<file path="src/rtl/ofdm_rx_pkg.sv">
// ofdm_rx_pkg: shared OFDM RX frame parameters, sample type and scheduler states
package ofdm_rx_pkg;
  localparam int NFFT = 2048;
  localparam int NCP = 512;
  localparam int NSYM = 6;
  typedef struct packed {
    logic signed [15:0] im;
    logic signed [15:0] re;
  } sample_t;
  typedef enum logic [2:0] {IDLE, CP, SYM, FLUSH, DRAIN} state_t;
endpackage

</file>
<file path="src/rtl/wb_stream_reg.sv">
// wb_stream_reg: single-entry stream output register, ready whenever empty or draining
module wb_stream_reg #(
  parameter int W = 32
) (
  input  logic         clk,
  input  logic         rst,
  input  logic         ld_i,
  input  logic [W-1:0] d_i,
  input  logic         ack_i,
  output logic         stb_o,
  output logic [W-1:0] q_o,
  output logic         rdy_o
);
  logic         stb_q, stb_d;
  logic [W-1:0] q_q, q_d;
  assign rdy_o = !stb_q || ack_i;
  assign stb_o = stb_q;
  assign q_o   = q_q;
  // load wins; otherwise an accept empties the register and the payload holds
  always_comb begin
    stb_d = ld_i ? 1'b1 : (ack_i ? 1'b0 : stb_q);
    q_d   = ld_i ? d_i : q_q;
  end
  // register state
  always_ff @(posedge clk) begin
    if (rst) begin
      stb_q <= 1'b0;
      q_q   <= '0;
    end else begin
      stb_q <= stb_d;
      q_q   <= q_d;
    end
  end
endmodule

</file>
<file path="src/rtl/ofdm_symbol_sched.sv">
// ofdm_symbol_sched: strips cyclic prefixes and frames NSYM useful symbols for the FFT
module ofdm_symbol_sched
  import ofdm_rx_pkg::*;
#(
  parameter int NFFT_P = NFFT,
  parameter int NCP_P  = NCP,
  parameter int NSYM_P = NSYM,
  parameter int CNT_W  = 12,
  parameter int SYM_W  = 4
) (
  input  logic             clk,
  input  logic             rst,
  input  logic             cyc_i,
  input  logic             stb_i,
  input  logic [31:0]      dat_i,
  output logic             ack_o,
  output logic             cyc_o,
  output logic             stb_o,
  output logic             we_o,
  output logic [31:0]      dat_o,
  input  logic             ack_i,
  output logic             sym_first,
  output logic [SYM_W-1:0] sym_idx,
  output logic             frame_done,
  output logic             frame_err
);
  state_t             state_q, state_d;
  logic [CNT_W-1:0]   scnt_q, scnt_d;
  logic [SYM_W-1:0]   sym_q, sym_d, sym_nx;
  logic               cyc_q, cyc_d, err_q, err_d, prev_q;
  logic               rdy, ld, ack;
  sample_t            smp;
  logic [SYM_W+32:0]  pay;
  assign smp    = dat_i;
  assign sym_nx = sym_q + SYM_W'(1);
  assign ack_o  = ack;
  assign cyc_o  = cyc_q;
  assign we_o   = cyc_q;
  assign frame_err  = err_q;
  assign frame_done = (state_q == FLUSH) && rdy && (sym_q == SYM_W'(NSYM_P));
  assign {sym_first, sym_idx, dat_o} = pay;
  wb_stream_reg #(.W(SYM_W + 33)) u_oreg (
    .clk  (clk),
    .rst  (rst),
    .ld_i (ld),
    .d_i  ({scnt_q == '0, sym_q, smp}),
    .ack_i(ack_i),
    .stb_o(stb_o),
    .q_o  (pay),
    .rdy_o(rdy)
  );
  // frame sequencing: prefix discard, symbol forwarding, flush and drain
  always_comb begin
    state_d = state_q;
    scnt_d  = scnt_q;
    sym_d   = sym_q;
    cyc_d   = cyc_q;
    err_d   = 1'b0;
    ack     = 1'b0;
    ld      = 1'b0;
    case (state_q)
      IDLE: if (cyc_i && !prev_q) begin
        state_d = CP;
        cyc_d   = 1'b1;
        scnt_d  = '0;
        sym_d   = '0;
      end
      CP: begin
        ack = 1'b1;
        if (!cyc_i) begin
          err_d   = 1'b1;
          state_d = FLUSH;
        end else if (stb_i) begin
          scnt_d  = (scnt_q == CNT_W'(NCP_P - 1)) ? '0 : scnt_q + CNT_W'(1);
          state_d = (scnt_q == CNT_W'(NCP_P - 1)) ? SYM : CP;
        end
      end
      SYM: begin
        ack = rdy;
        if (!cyc_i) begin
          err_d   = 1'b1;
          state_d = FLUSH;
        end else if (stb_i && rdy) begin
          ld = 1'b1;
          if (scnt_q == CNT_W'(NFFT_P - 1)) begin
            scnt_d  = '0;
            sym_d   = sym_nx;
            state_d = (sym_nx < SYM_W'(NSYM_P)) ? CP : FLUSH;
          end else begin
            scnt_d = scnt_q + CNT_W'(1);
          end
        end
      end
      FLUSH: if (rdy) begin
        cyc_d   = 1'b0;
        state_d = cyc_i ? DRAIN : IDLE;
      end
      DRAIN: begin
        ack     = 1'b1;
        state_d = cyc_i ? DRAIN : IDLE;
      end
      default: state_d = IDLE;
    endcase
  end
  // state registers; prev_q resets high so a frame only opens after cyc_i is seen low
  always_ff @(posedge clk) begin
    if (rst) begin
      state_q <= IDLE;
      scnt_q  <= '0;
      sym_q   <= '0;
      cyc_q   <= 1'b0;
      err_q   <= 1'b0;
      prev_q  <= 1'b1;
    end else begin
      state_q <= state_d;
      scnt_q  <= scnt_d;
      sym_q   <= sym_d;
      cyc_q   <= cyc_d;
      err_q   <= err_d;
      prev_q  <= cyc_i;
    end
  end
endmodule

</file>
<file path="config.mk">
export PLATFORM = sky130hd
export DESIGN_NAME = ofdm_symbol_sched
export DESIGN_NICKNAME = d
export VERILOG_FILES = /design/src/rtl/ofdm_rx_pkg.sv /design/src/rtl/wb_stream_reg.sv /design/src/rtl/ofdm_symbol_sched.sv
export SDC_FILE = /design/constraint.sdc
export NUM_CORES = 1
export LEC_CHECK = 0
export BUFFER_PORTS_ARGS = -buffer_cell sky130_fd_sc_hd__buf_4
export CAP_MARGIN = 10
export CORE_MARGIN = 4
export CORE_UTILIZATION = 35
export DETAILED_ROUTE_END_ITERATION = 12
export PLACE_DENSITY_LB_ADDON = 0.12
export SLEW_MARGIN = 10
export SYNTH_ARGS = -nofsm -noshare
export SYNTH_HDL_FRONTEND = slang
export SYNTH_HIERARCHICAL = 1
export SYNTH_SLANG_ARGS = --single-unit
</file>
<file path="constraint.sdc">
create_clock -name clk -period 4.23 [get_ports clk]
set_input_delay 0.423 -clock clk [delete_from_list [all_inputs] [get_ports clk]]
set_output_delay 0.423 -clock clk [all_outputs]
set_load 0.05 [all_outputs]
</file>
# Word-level counts from Yosys, hierarchy flattened
# Cells that the tools add are included.
# totals
register_bits	60
in_bits	37
output_inout_bits	43
word_cells	83
# op_classes
n_addsub	2
magnitude_cmp	1
eq_ne	17
n_mux	34
bitwise_logic	1
reduce_logical	20
# op_table
cell	n
12-bit two-way mux	7
12-bit one-hot mux with 3 select lines	1
3-bit two-way mux	8
4-bit two-way mux	4
3-bit one-hot mux with 5 select lines	1
2-bit inequality test (second input constant)	7
12-bit by 1-bit adder with 12-bit output (second input constant)	1
12-bit by 11-bit equality test with 1-bit output (second input constant)	1
12-bit by 9-bit equality test with 1-bit output (second input constant)	1
12-bit zero test	1
5-bit AND reduction	2
3-bit inequality test (second input constant)	3
1-bit two-way mux	8
4-bit one-hot mux with 2 select lines	1
3-bit by 2-bit equality test with 1-bit output (second input constant)	2
6-bit AND reduction	1
2-bit nonzero test	3
2-bit OR reduction	3
4-bit by 1-bit adder with 4-bit output (second input constant)	1
4-bit by 3-bit equality test with 1-bit output (second input constant)	1
1-bit logical AND	4
4-bit by 3-bit less-than comparator with 1-bit output (second input constant)	1
2-bit two-way mux	2
1-bit one-hot mux with 2 select lines	2
other kinds (8)	9

# Logic depth before layout (Yosys ltp)
# Gate-level depths: netlist of run 1.
# logic_depth
word_depth	7
mapped_depth	7
mapped_depth_nobuf	7

# Hierarchy
# Netlist of run 1, hierarchy kept.
# by_module_without_submodules
mod	instances	cells_each	area_each_um2	seq_area_each_um2
ofdm_symbol_sched	1	194	1452.6	440.4
wb_stream_reg	1	123	1361.3	760.7

# Least setup slack after synthesis of run 1
# Ideal clock, no wire load.
# synth_timing
path_type	reg-to-output
startpoint	register u_oreg.stb_q (netlist: u_oreg/stb_o)
endpoint	output port frame_done
t_arrival_ps	2260
t_required_ps	3807
path_slack_ps	1547
path_stages_with_launch	4
n_path_buf	0
path_cell_list	dfxtp_1 -> nand2b_1 -> nand2_1 -> nor4_1
# synth_via
elab_chain_cells	4
# synth_lines
item	line_no	text
start: declaration	wb_stream_reg.sv:14	logic stb_q, stb_d;
start signal: assignment	wb_stream_reg.sv:30	stb_q <= stb_d;
1-bit zero test	wb_stream_reg.sv:16	assign rdy_o = !stb_q || ack_i;
1-bit logical OR	wb_stream_reg.sv:16	
via rdy	ofdm_symbol_sched.sv:31	logic rdy, ld, ack;
1-bit logical AND (2 in a row)	ofdm_symbol_sched.sv:40	assign frame_done = (state_q == FLUSH) && rdy && (sym_q == SYM_W'(NSYM_P));
end: declaration	ofdm_symbol_sched.sv:24	output logic frame_done,
# The timed path passes the listed nets, and every way through them passes these cells.

# Final worst setup path of run 1
# layout_timing
startpoint	register state_q[1]
endpoint	register u_oreg.q_q[6] (netlist: u_oreg/q_o[6])
# layout_via
elab_chain_cells	2
# layout_lines
item	line_no	text
start: declaration	ofdm_symbol_sched.sv:27	state_t state_q, state_d;
start signal: assignment	ofdm_symbol_sched.sv:115	state_q <= state_d;
3-bit by 2-bit equality test with 1-bit output	ofdm_symbol_sched.sv:61	case (state_q)
1-bit two-way mux	ofdm_symbol_sched.sv:61	
via ld	ofdm_symbol_sched.sv:31	
end signal: assignment	wb_stream_reg.sv:31	q_q <= q_d;
end: declaration	wb_stream_reg.sv:15	logic [W-1:0] q_q, q_d;
# The timed path passes the listed nets, and every way through them passes these cells.
# A chain may end at the register's enable or synchronous reset.

==> impl_results.md, run 1 <==
* Outcome: completed
* Area occupied by multi-input gates at 1450 um^2
* CTS Buf Count at 9
* Clk sink count at 60
* Worst setup margin at 1.54 ns
* Critical Path RT at 4.43 ns
* Switching share of power at 0.252
* First-pass GRT wire length at 11.5 mm
* Wire per inst at 14.2 um
* Hold Crit Class: in2reg
* Final worst-path cycle share at 0.635
* H-Tree Depth at 3
* Worst EP arrival at 2.89 ns
* Die H at 97.7 um
* Layout area overhead at 28.1%
* Gate power share at 0.112
* DR iter-0 viols at 90
* Power Internal at 0.914 mW
* Final Non-Filler Cells at 496
* Cell Area, Synth at 2810 um^2
* Global placement routability congestion at 0.741
* Worst Path Class, Setup: reg2reg
* Final setup fails at 0
* Vias per inst at 5.04
* Synth cell count leaders: 60 x dfxtp_1, 57 x nor2_1, 39 x mux2i_1, 19 x nand2_1, 19 x nand3_1
* Clock root buffer: clkbuf_8
* Worst-Margin Slew at 0.860 ns
* Port bufs at 79
* Worst Setup Start Kind: register
* Hold-fix buffers at CTS at 0
* Crit end category: register
* Max Cap Violations at 0
* Netlist cell types at 49
* Top cells by area, synth: dfxtp_1 43%, mux2i_1 14%, nor2_1 7.6%, nand3_1 3.4%, a21oi_1 2.8%
* Vias in the first global route at 2315
* PwrDens at 339 nW/um^2
* Cts repair resizes at 0
* Ys flop type: dfxtp_1
* TNS Setup at 0 ns
* Final Max Slew Viols at 0
* Total track usage at 0.148
* Final Skew at 0.00497 ns
* Switching power at 0.308 mW
* Critical-path cell list: or3b_4, nor2_4, buf_4, mux2i_1, nor2_1
* Yosys top cell area share at 0.427
* Largest net degree at the start of global routing at 57
* Worst slack at placement at 1.52 ns
* Sequential fraction of the synthesis area at 0.427
* CP max FO at 23
* Number of nets in the layout at 430
* CTS tree: yes
* Endpoints failing hold at 0
* Antenna fix cells at 0
* # DRC at 0
* Critical path's slowest cell: nor2_4
* Global route overflow at 0
* DRT Pass-1 Iters at 4
* RSZ-0062 raised after global routing: false
* Row count at 32
* Top-count cell post-synth: dfxtp_1
* EDFF count, synth at 0
* Final WL at 7.06 mm
* Initial Util at 0.362
* Max VDD drop at 0.000171 V
* Fill cells at 812
* Pleak at 1.40 nW
* Hold path depth at 3
* YS warnings at 6
* Asr flop ratio synth at 0
* Leading area contributor after synthesis: dfxtp_1
* Die width at 97.7 um
* Register share of total power at 0.476
* Hpwl dp at 5.01 mm
* Routed Antenna Nets at 0
* Synthesized area per cell at 8.88 um^2
* Register-to-Register Path Depth at 5
* Synth Instances at 317
* CTS Buffer Depth at 2
* Core Box Area at 7770 um^2
* Synthesized flop and latch total at 60
* Layout cells sized above 1 at 0.259
* Crit path time final at 2.69 ns
* Via count at 2498
* Syn nets at 358
* Die footprint at 9540 um^2
* CP max stage delay at 0.69 ns
* Placed cells at 480
* Fmax achieved at 0.372 GHz
* Clock slew at reported path FFs at 0.07 ns
* Later-pin clock latency in the skew report at 0.33 ns
* Worst rel slew slack at 0.426
* Clk pwr share at 0.412
* Sequential cell area at 1200 um^2
* IO Count at 80
* Initial antenna violation count at 0
* Post-CTS Setup Inserts at 0
==> through the flow <==
step	power (mW)	util	area, um^2	hold WS (ns)
after global routing	1.29	0.464	3610	0.313
after global placement	0.732	0.439	3410	0.475
after floorplan	0.682	-	2810	0.470
after CTS	1.24	0.464	3610	0.312
after detailed placement	0.733	0.439	3410	0.483
final	1.22	0.464	3610	0.322
==> layout make-up <==
cell class                 count  area share
clock buffer                  12      0.0402
clock inverter                 4      0.0135
inverter                       8     0.00833
multi-input combinational    229       0.401
sequential                    60       0.333
tap                          102      0.0354
timing repair buffer          81       0.169
==> placed cells by master, fill, tap and decap left out, types with 2 or more instances in the layout <==
cell type / count
ha_1: 4
a211oi_1: 2
a32o_1: 2
and4_1: 4
nor2_1: 57
clkinv_2: 2
nor3_1: 3
nor2b_1: 2
and3_1: 2
mux2i_1: 39
nand4_1: 4
nor4_1: 4
nand3_1: 19
nand4b_1: 3
nand2_1: 19
a21oi_1: 16
nand2b_1: 5
o22ai_1: 3
o21ai_0: 9
clkbuf_8: 10
o221ai_1: 2
clkbuf_1: 2
or3_1: 3
nor3b_1: 2
inv_1: 7
a31oi_1: 6
buf_4: 81
dfxtp_1: 60
==> kinds of logic (layout without fill, tap and decap cells) <==
| kind of cell | count (synthesis) | after routing | share of synthesized area |
|---|---|---|---|
| compound gates | 49 | 49 | 0.111 |
| xor+xnor | 1 | 1 | 0.00311 |
| fa+ha+maj | 4 | 4 | 0.0178 |
| buf+inv | 28 | 105 | 0.0596 |
| flops | 60 | 60 | 0.427 |
| mux | 39 | 39 | 0.139 |
| simple gates | 136 | 136 | 0.243 |
==> power by group through the flow <==
stage	combinational (mW)	clock, mW	sequential, mW
final	0.137	0.504	0.582
after CTS	0.139	0.523	0.582
after floorplan	0.0819	0	0.600
after global placement	0.137	0	0.595
after detailed placement	0.138	0	0.595
after global routing	0.149	0.556	0.583
==> state kept, by name, indices dropped and copies added, names as in the netlist <==
register / cells
frame_err: 1
sym_q: 4
scnt_q: 12
state_q: 3
prev_q: 1
u_oreg/q_o: 37
u_oreg/stb_o: 1
cyc_o: 1
==> final timing paths <==
path                   from              to  slack [ns]
min               dat_i[17]  u_oreg/q_o[17]        0.32
min reg2reg  u_oreg/q_o[27]  u_oreg/q_o[27]        0.49
max reg2reg      state_q[1]   u_oreg/q_o[6]        1.54
max              state_q[1]   u_oreg/q_o[6]        1.54
==> worst max-delay path: cells and delay by family, from the launching register on <==
family	cells	cell delay (ns)
mux	1	0.24
buf+inv	1	0.43
flops	1	0.64
simple gates	3	1.23
==> per-layer routing <==
layer / wire length, um / part of all wire / vias to the layer above / global-route usage
met5: 0 / 0 / - / 0
li1: - / - / 1273 / -
met4: 93 / 0.013 / 0 / 0.0575
met3: 361 / 0.051 / 8 / 0.0409
met1: 3280 / 0.46 / 1161 / 0.191
met2: 3330 / 0.47 / 56 / 0.233
Power figures use the tool's default switching activity.
==> run 2, diff against run 1 <==
ABC_AREA = 1   (was unset)
clock period = 2.45 ns   (was 4.23 ns; I/O delays follow)
==> run 2 against run 1 <==
Clock power rose by 92%; setup slack got worse by 1.2 ns; routed wire length grew 6.2%; area after synthesis grew 3.4%; die area is 3.1% higher.
==> impl_results.md, run 2 <==
* Crit end category: primary output (was register)
* Hpwl dp at 5.52 mm (was 5.01 mm)
* Vias in the first global route at 2574 (was 2315)
* Final worst-path cycle share at 0.848
* Final WL at 7.50 mm (was 7.06 mm)
* Wl on met1 at 3.55 mm (was 3.28 mm)
* PwrDens at 707 nW/um^2 (was 339 nW/um^2)
* H-Tree Depth at 3 (unchanged)
* Later-pin clock latency in the skew report at 0.33 ns (about the same)
* Outcome: completed (unchanged)
* Clock slew at reported path FFs at 0.07 ns (about the same)
* Endpoints failing hold at 0 (unchanged)
* YS warnings at 6 (unchanged)
* Worst-Margin Slew at 0.519 ns (was 0.860 ns)
* Global placement routability congestion at 0.830 (was 0.741)
* Fmax achieved at 0.481 GHz
* CP max FO at 8 (was 23)
* Die width at 99.2 um (was 97.7 um)
* Routed Antenna Nets at 0 (unchanged)
* Layout area overhead at 29.6% (was 28.1%)
* Netlist cell types at 35 (was 49)
* CTS tree: yes (unchanged)
* Total track usage at 0.151 (was 0.148)
* Via count at 2740 (was 2498)
* Number of flip-flops in the largest register at 37 (unchanged)
* Crit path time final at 2.08 ns
* Vias per inst at 4.69 (was 5.04)
* CP max stage delay at 0.49 ns (was 0.69 ns)
* DRT Pass-1 Iters at 4 (unchanged)
* Initial antenna violation count at 0 (unchanged)
* Antenna fix cells at 0 (unchanged)
* Post-layout util at 0.478 (was 0.464)
* # DRC at 0 (unchanged)
* Max VDD drop at 0.000274 V (was 0.000171 V)
* Leading area contributor after synthesis: dfxtp_1 (unchanged)
* Pleak at 1.76 nW (was 1.40 nW)
* Top cells by area, synth: dfxtp_1 41%, nor2_1 10%, nand2_1 7.6%, o21ai_0 7.2%, inv_1 4.6% (was dfxtp_1 43%, mux2i_1 14%, nor2_1 7.6%, nand3_1 3.4%, a21oi_1 2.8%)
* DR iter-0 viols at 73 (was 90)
* Critical-path cell list: inv_1, nor3_1, nand2_1, nor2_1, buf_4 (was or3b_4, nor2_4, buf_4, mux2i_1, nor2_1)
* CTS Buffer Depth at 2 (unchanged)
* Die H at 99.2 um (was 97.7 um)
* Commonest cells after routing, fill and taps aside: 83 x buf_4, 79 x nor2_1, 60 x dfxtp_1, 59 x nand2_1, 42 x o21ai_0 (was 81 x buf_4, 60 x dfxtp_1, 57 x nor2_1, 39 x mux2i_1)
* Global route overflow at 0 (unchanged)
* Synth Instances at 397 (was 317)
* RSZ-0062 raised after global routing: false (unchanged)
* Initial Util at 0.369 (was 0.362)
* Syn nets at 438 (was 358)
* Worst Path Class, Setup: reg2out (was reg2reg)
* First-pass GRT wire length at 12.3 mm (was 11.5 mm)
* EDFF count, synth at 0 (unchanged)
* Yosys top cell area share at 0.413 (was 0.427)
* Core Box Area at 7890 um^2 (was 7770 um^2)
* Synth cell count leaders: 79 x nor2_1, 60 x dfxtp_1, 59 x nand2_1, 42 x o21ai_0, 36 x inv_1 (was 60 x dfxtp_1, 57 x nor2_1, 39 x mux2i_1, 19 x nand2_1, 19 x nand3_1)
* Layout cells sized above 1 at 0.284 (was 0.259)
* CTS Buf Count at 9 (unchanged)
* Final Max Slew Viols at 0 (unchanged)
* Wire per inst at 12.8 um (was 14.2 um)
* Max Cap Violations at 0 (unchanged)
* Final Cell Area at 3770 um^2 (was 3610 um^2)
* Largest net degree at the start of global routing at 39 (was 57)
* Worst rel slew slack at 0.651 (was 0.426)
* Metal2 WL at 3.50 mm (was 3.33 mm)
* Die footprint at 9830 um^2 (was 9540 um^2)
* Final setup fails at 0 (unchanged)
* Number of nets in the layout at 518 (was 430)
* Fill cells at 800 (was 812)
* Commonest non-fill, non-tap cell in the layout: buf_4 (unchanged)
* Critical Path RT at 2.20 ns (was 4.43 ns)
* Sequential fraction of the synthesis area at 0.413 (was 0.427)
* Cell Area, Synth at 2910 um^2 (was 2810 um^2)
* Post-CTS Setup Inserts at 0 (unchanged)
* WL met3 at 364 um (was 361 um)
* Top layer in use: met4 (unchanged)
* Cts repair resizes at 0 (unchanged)
* Placed cells at 568 (was 480)
* Synthesized flop and latch total at 60 (unchanged)
* Final Skew at 0.00689 ns (was 0.00497 ns)
* Asr flop ratio synth at 0 (unchanged)
* Area occupied by multi-input gates at 1450 um^2 (about the same)
* Sequential cell area at 1200 um^2 (unchanged)
* TNS Setup at 0 ns (unchanged)
* Row count at 32 (unchanged)
* Area after DPL at 3550 um^2 (was 3410 um^2)
* Worst EP arrival at 1.83 ns (was 2.89 ns)
* Final Non-Filler Cells at 584 (was 496)
* Top-count cell post-synth: nor2_1 (was dfxtp_1)
* Clock root buffer: clkbuf_8 (unchanged)
* Worst Setup Start Kind: register (unchanged)
* IO Count at 80 (unchanged)
* Hold Crit Class: in2reg (unchanged)
* Synthesized area per cell at 7.33 um^2 (was 8.88 um^2)
* Hold-fix buffers at CTS at 0 (unchanged)
* Clk sink count at 60 (unchanged)
* Ys flop type: dfxtp_1 (unchanged)
* Critical path's slowest cell: dfxtp_1 (was nor2_4)
* Port bufs at 79 (unchanged)
[run 2: cell count changes after synthesis, moves of 6 or more]
cell	change
nor2_1	+22
nor3_1	+8
nor2_2	+12
nand2_1	+40
mux2i_1	-39
inv_1	+29
o21ai_0	+33
a31oi_1	-6
[run 2: layer usage]
layer / vias to the layer above / track usage
met5: - / 0
met1: 1223 / 0.197
met3: 9 / 0.0344
met2: 58 / 0.246
met4: 0 / 0.0504
li1: 1450 / -
[run 2: layout make-up]
type / instances / area share
clock buffers: 10 / 0.0338
clock inverters: 6 / 0.0236
inverters: 40 / 0.0411
multi-input cells: 283 / 0.384
flip-flops and latches: 60 / 0.319
well taps: 102 / 0.0338
repair buffers: 83 / 0.165
[run 2: worst max-delay path: cells and delay by family, from the launching register on]
kind	cells	cell delay (ns)
DFF	1	0.49
and+or+nand+nor	3	0.65
buffers and inverters	2	0.37
[run 2: metrics by stage]
| stage | total power [mW] | setup slack [ns] | hold WS [ns] |
|---|---|---|---|
| 4_1_cts | 2.71 | 0.378 | 0.119 |
| 3_5_place_dp | 1.72 | 0.529 | 0.463 |
| 2_1_floorplan | 1.55 | 0.568 | 0.307 |
| 3_3_place_gp | 1.73 | 0.592 | 0.454 |
| 5_1_grt | 2.82 | 0.249 | 0.125 |
| 6_report | 2.67 | 0.371 | 0.134 |
[run 2: cell families after synthesis]
group / after synthesis / synth area share
flops: 60 / 0.413
simple gates: 211 / 0.353
compound gates: 68 / 0.126
fa+ha+maj: 4 / 0.0172
buf+inv: 54 / 0.0912
[run 2: power by group]
group | switching (mW) | internal, mW | leakage [nW]
clock | 0.396 | 0.573 | 0.102
sequential | 0.0559 | 1.03 | 0.485
combinational | 0.406 | 0.211 | 1.17
total | 0.858 | 1.81 | 1.76
[run 2: path summary, 6_finish.rpt]
path	start	end	slack [ns]	cells past startpoint
max	state_q[1]	frame_done	0.37	5
min	dat_i[23]	u_oreg/q_o[23]	0.13	3
max reg2reg	state_q[1]	u_oreg/q_o[11]	0.49	7
min reg2reg	cyc_o	cyc_o	0.47	2
==> run 3, diff against run 2 <==
ABC_AREA = 0   (was 1)
clock period = 2.1 ns   (was 2.45 ns; I/O delays follow)
==> run 3 against run 2 <==
Combinational power shrank 52%; critical path depth increased by 1; sequential cell count stayed put; largest cell class unchanged; largest power group unchanged.
==> impl_results.md, run 3 (synthesized netlist as in run 1, its figures left out) <==
* IO Count at 80 (unchanged)
* Clock slew at reported path FFs at 0.07 ns (about the same)
* Largest net degree at the start of global routing at 49 (was 39)
* Die footprint at 9540 um^2 (was 9830 um^2)
* Global route overflow at 0 (unchanged)
* Number of flip-flops in the largest register at 37 (unchanged)
* H-Tree Depth at 3 (unchanged)
* Global placement routability congestion at 0.810 (was 0.830)
* Clock root buffer: clkbuf_8 (unchanged)
* Hpwl dp at 5.17 mm (was 5.52 mm)
* Final worst-path cycle share at 0.903
* Clk sink count at 60 (unchanged)
* Fill cells at 772 (was 800)
* # DRC at 0 (unchanged)
* Layout cells sized above 1 at 0.287 (was 0.284)
* CTS Buf Count at 9 (unchanged)
* PwrDens at 676 nW/um^2 (was 707 nW/um^2)
* RSZ-0062 raised after global routing: false (unchanged)
* Commonest non-fill, non-tap cell in the layout: buf_4 (unchanged)
* Final WL at 7.28 mm (was 7.50 mm)
* Worst rel slew slack at 0.670 (was 0.651)
* Crit end category: register (was primary output)
* Worst setup margin at 0.203 ns (was 0.371 ns)
* TNS Setup at 0 ns (unchanged)
* Vias in the first global route at 2471 (was 2574)
* Worst Setup Start Kind: register (unchanged)
* Final Cell Area at 3710 um^2 (was 3770 um^2)
* Pleak at 1.45 nW (was 1.76 nW)
* Via count at 2544 (was 2740)
* Max VDD drop at 0.000308 V (was 0.000274 V)
* Initial Util at 0.362 (was 0.369)
* Die H at 97.7 um (was 99.2 um)
* CP max FO at 5 (was 8)
* Number of nets in the layout at 440 (was 518)
* Max Cap Violations at 0 (unchanged)
* First-pass GRT wire length at 12.2 mm (was 12.3 mm)
* Final Non-Filler Cells at 506 (was 584)
* Hold Crit Class: in2reg (unchanged)
* Vias per inst at 5.03 (was 4.69)
* Commonest cells after routing, fill and taps aside: 90 x buf_4, 59 x dfxtp_1, 57 x nor2_1, 39 x mux2i_1 (was 83 x buf_4, 79 x nor2_1, 60 x dfxtp_1, 59 x nand2_1, 42 x o21ai_0)
* Core Box Area at 7770 um^2 (was 7890 um^2)
* Final Skew at 0.00631 ns (was 0.00689 ns)
* DRT Pass-1 Iters at 4 (unchanged)
* Critical Path RT at 2.33 ns (was 2.20 ns)
* Final setup fails at 0 (unchanged)
* Worst EP arrival at 2.13 ns (was 1.83 ns)
* Later-pin clock latency in the skew report at 0.33 ns (about the same)
* Wire per inst at 14.4 um (was 12.8 um)
* Port bufs at 79 (unchanged)
* Fmax achieved at 0.527 GHz
* Worst slack at placement at 0.202 ns (was 0.529 ns)
* DR iter-0 viols at 111 (was 73)
* Endpoints failing hold at 0 (unchanged)
* Total track usage at 0.155 (was 0.151)
* Placed cells at 490 (was 568)
* Initial antenna violation count at 0 (unchanged)
* Worst-Margin Slew at 0.490 ns (was 0.519 ns)
* Antenna fix cells at 0 (unchanged)
* Final Max Slew Viols at 0 (unchanged)
* Crit path time final at 1.90 ns
* Routed Antenna Nets at 0 (unchanged)
* CTS tree: yes (unchanged)
* Row count at 32 (unchanged)
* Layout area overhead at 32.0% (was 29.6%)
* CTS Buffer Depth at 2 (unchanged)
* Die width at 97.7 um (was 99.2 um)
* Worst Path Class, Setup: reg2reg (was reg2out)
* Outcome: completed (unchanged)
* Post-CTS Setup Inserts at 0 (unchanged)
* Area after DPL at 3510 um^2 (was 3550 um^2)
==> run 3: cell count changes in the layout (fill, tap and decap cells not counted), moves of 6 or more <==
cell / previous run / this run
mux2i_1: 0 / 39
a31oi_1: 0 / 6
nor3_1: 10 / 2
nor2_1: 79 / 57
nor2_2: 12 / 0
buf_4: 83 / 90
inv_1: 36 / 7
nand2_1: 59 / 19
o21ai_0: 42 / 9
==> run 3: power breakdown <==
group	switching [mW]	internal, mW	total, mW
Sequential	0.0162	1.15	1.17
Combinational	0.170	0.124	0.294
Clock	0.468	0.582	1.05
Total	0.654	1.86	2.51
==> run 3: repair_timing <==
action                     4_1_cts  5_1_grt
setup endpoints to repair        0        2
resized for setup                0        2
hold buffers                     0        0
==> run 3: metrics by stage <==
stage | hold slack [ns] | power, mW | utilization
after CTS | 0.0925 | 2.54 | 0.477
after floorplan | 0.357 | 1.37 | -
after detailed placement | 0.452 | 1.49 | 0.451
after global routing | 0.0965 | 2.62 | 0.478
final | 0.107 | 2.51 | 0.478
after global placement | 0.442 | 1.49 | 0.451
==> run 3: layout make-up <==
type | instances | area (um^2) | share of cell area
Inverter | 8 | 30.0 | 0.00808
Clock buffer | 11 | 141 | 0.0381
Timing Repair Buffer | 91 | 696 | 0.187
Sequential cell | 60 | 1200 | 0.324
Tap cell | 102 | 128 | 0.0344
Clock inverter | 5 | 61.3 | 0.0165
Multi-Input combinational cell | 229 | 1460 | 0.392
==> run 3: layer usage <==
layer / GRT usage / routed length (um)
met1: 0.192 / 3290
met2: 0.250 / 3490
met3: 0.0452 / 379
met4: 0.0660 / 118
met5: 0 / 0
==> run 3: worst paths after layout <==
kind	to	startpoint	slack (ns)	depth (start not counted)
max reg2reg	state_q[0]	scnt_q[0]	0.20	6
min	u_oreg/q_o[9]	dat_i[9]	0.11	3
min reg2reg	u_oreg/q_o[32]	u_oreg/q_o[32]	0.49	2
max	state_q[0]	scnt_q[0]	0.20	6
==> run 3: critical path: stages (launching register included) <==
cell     delay [ns]
dfxtp_1        0.34
ha_1           0.26
and4_1         0.25
and3_1         0.21
or3_1          0.32
and4b_1        0.21
a32o_1         0.21
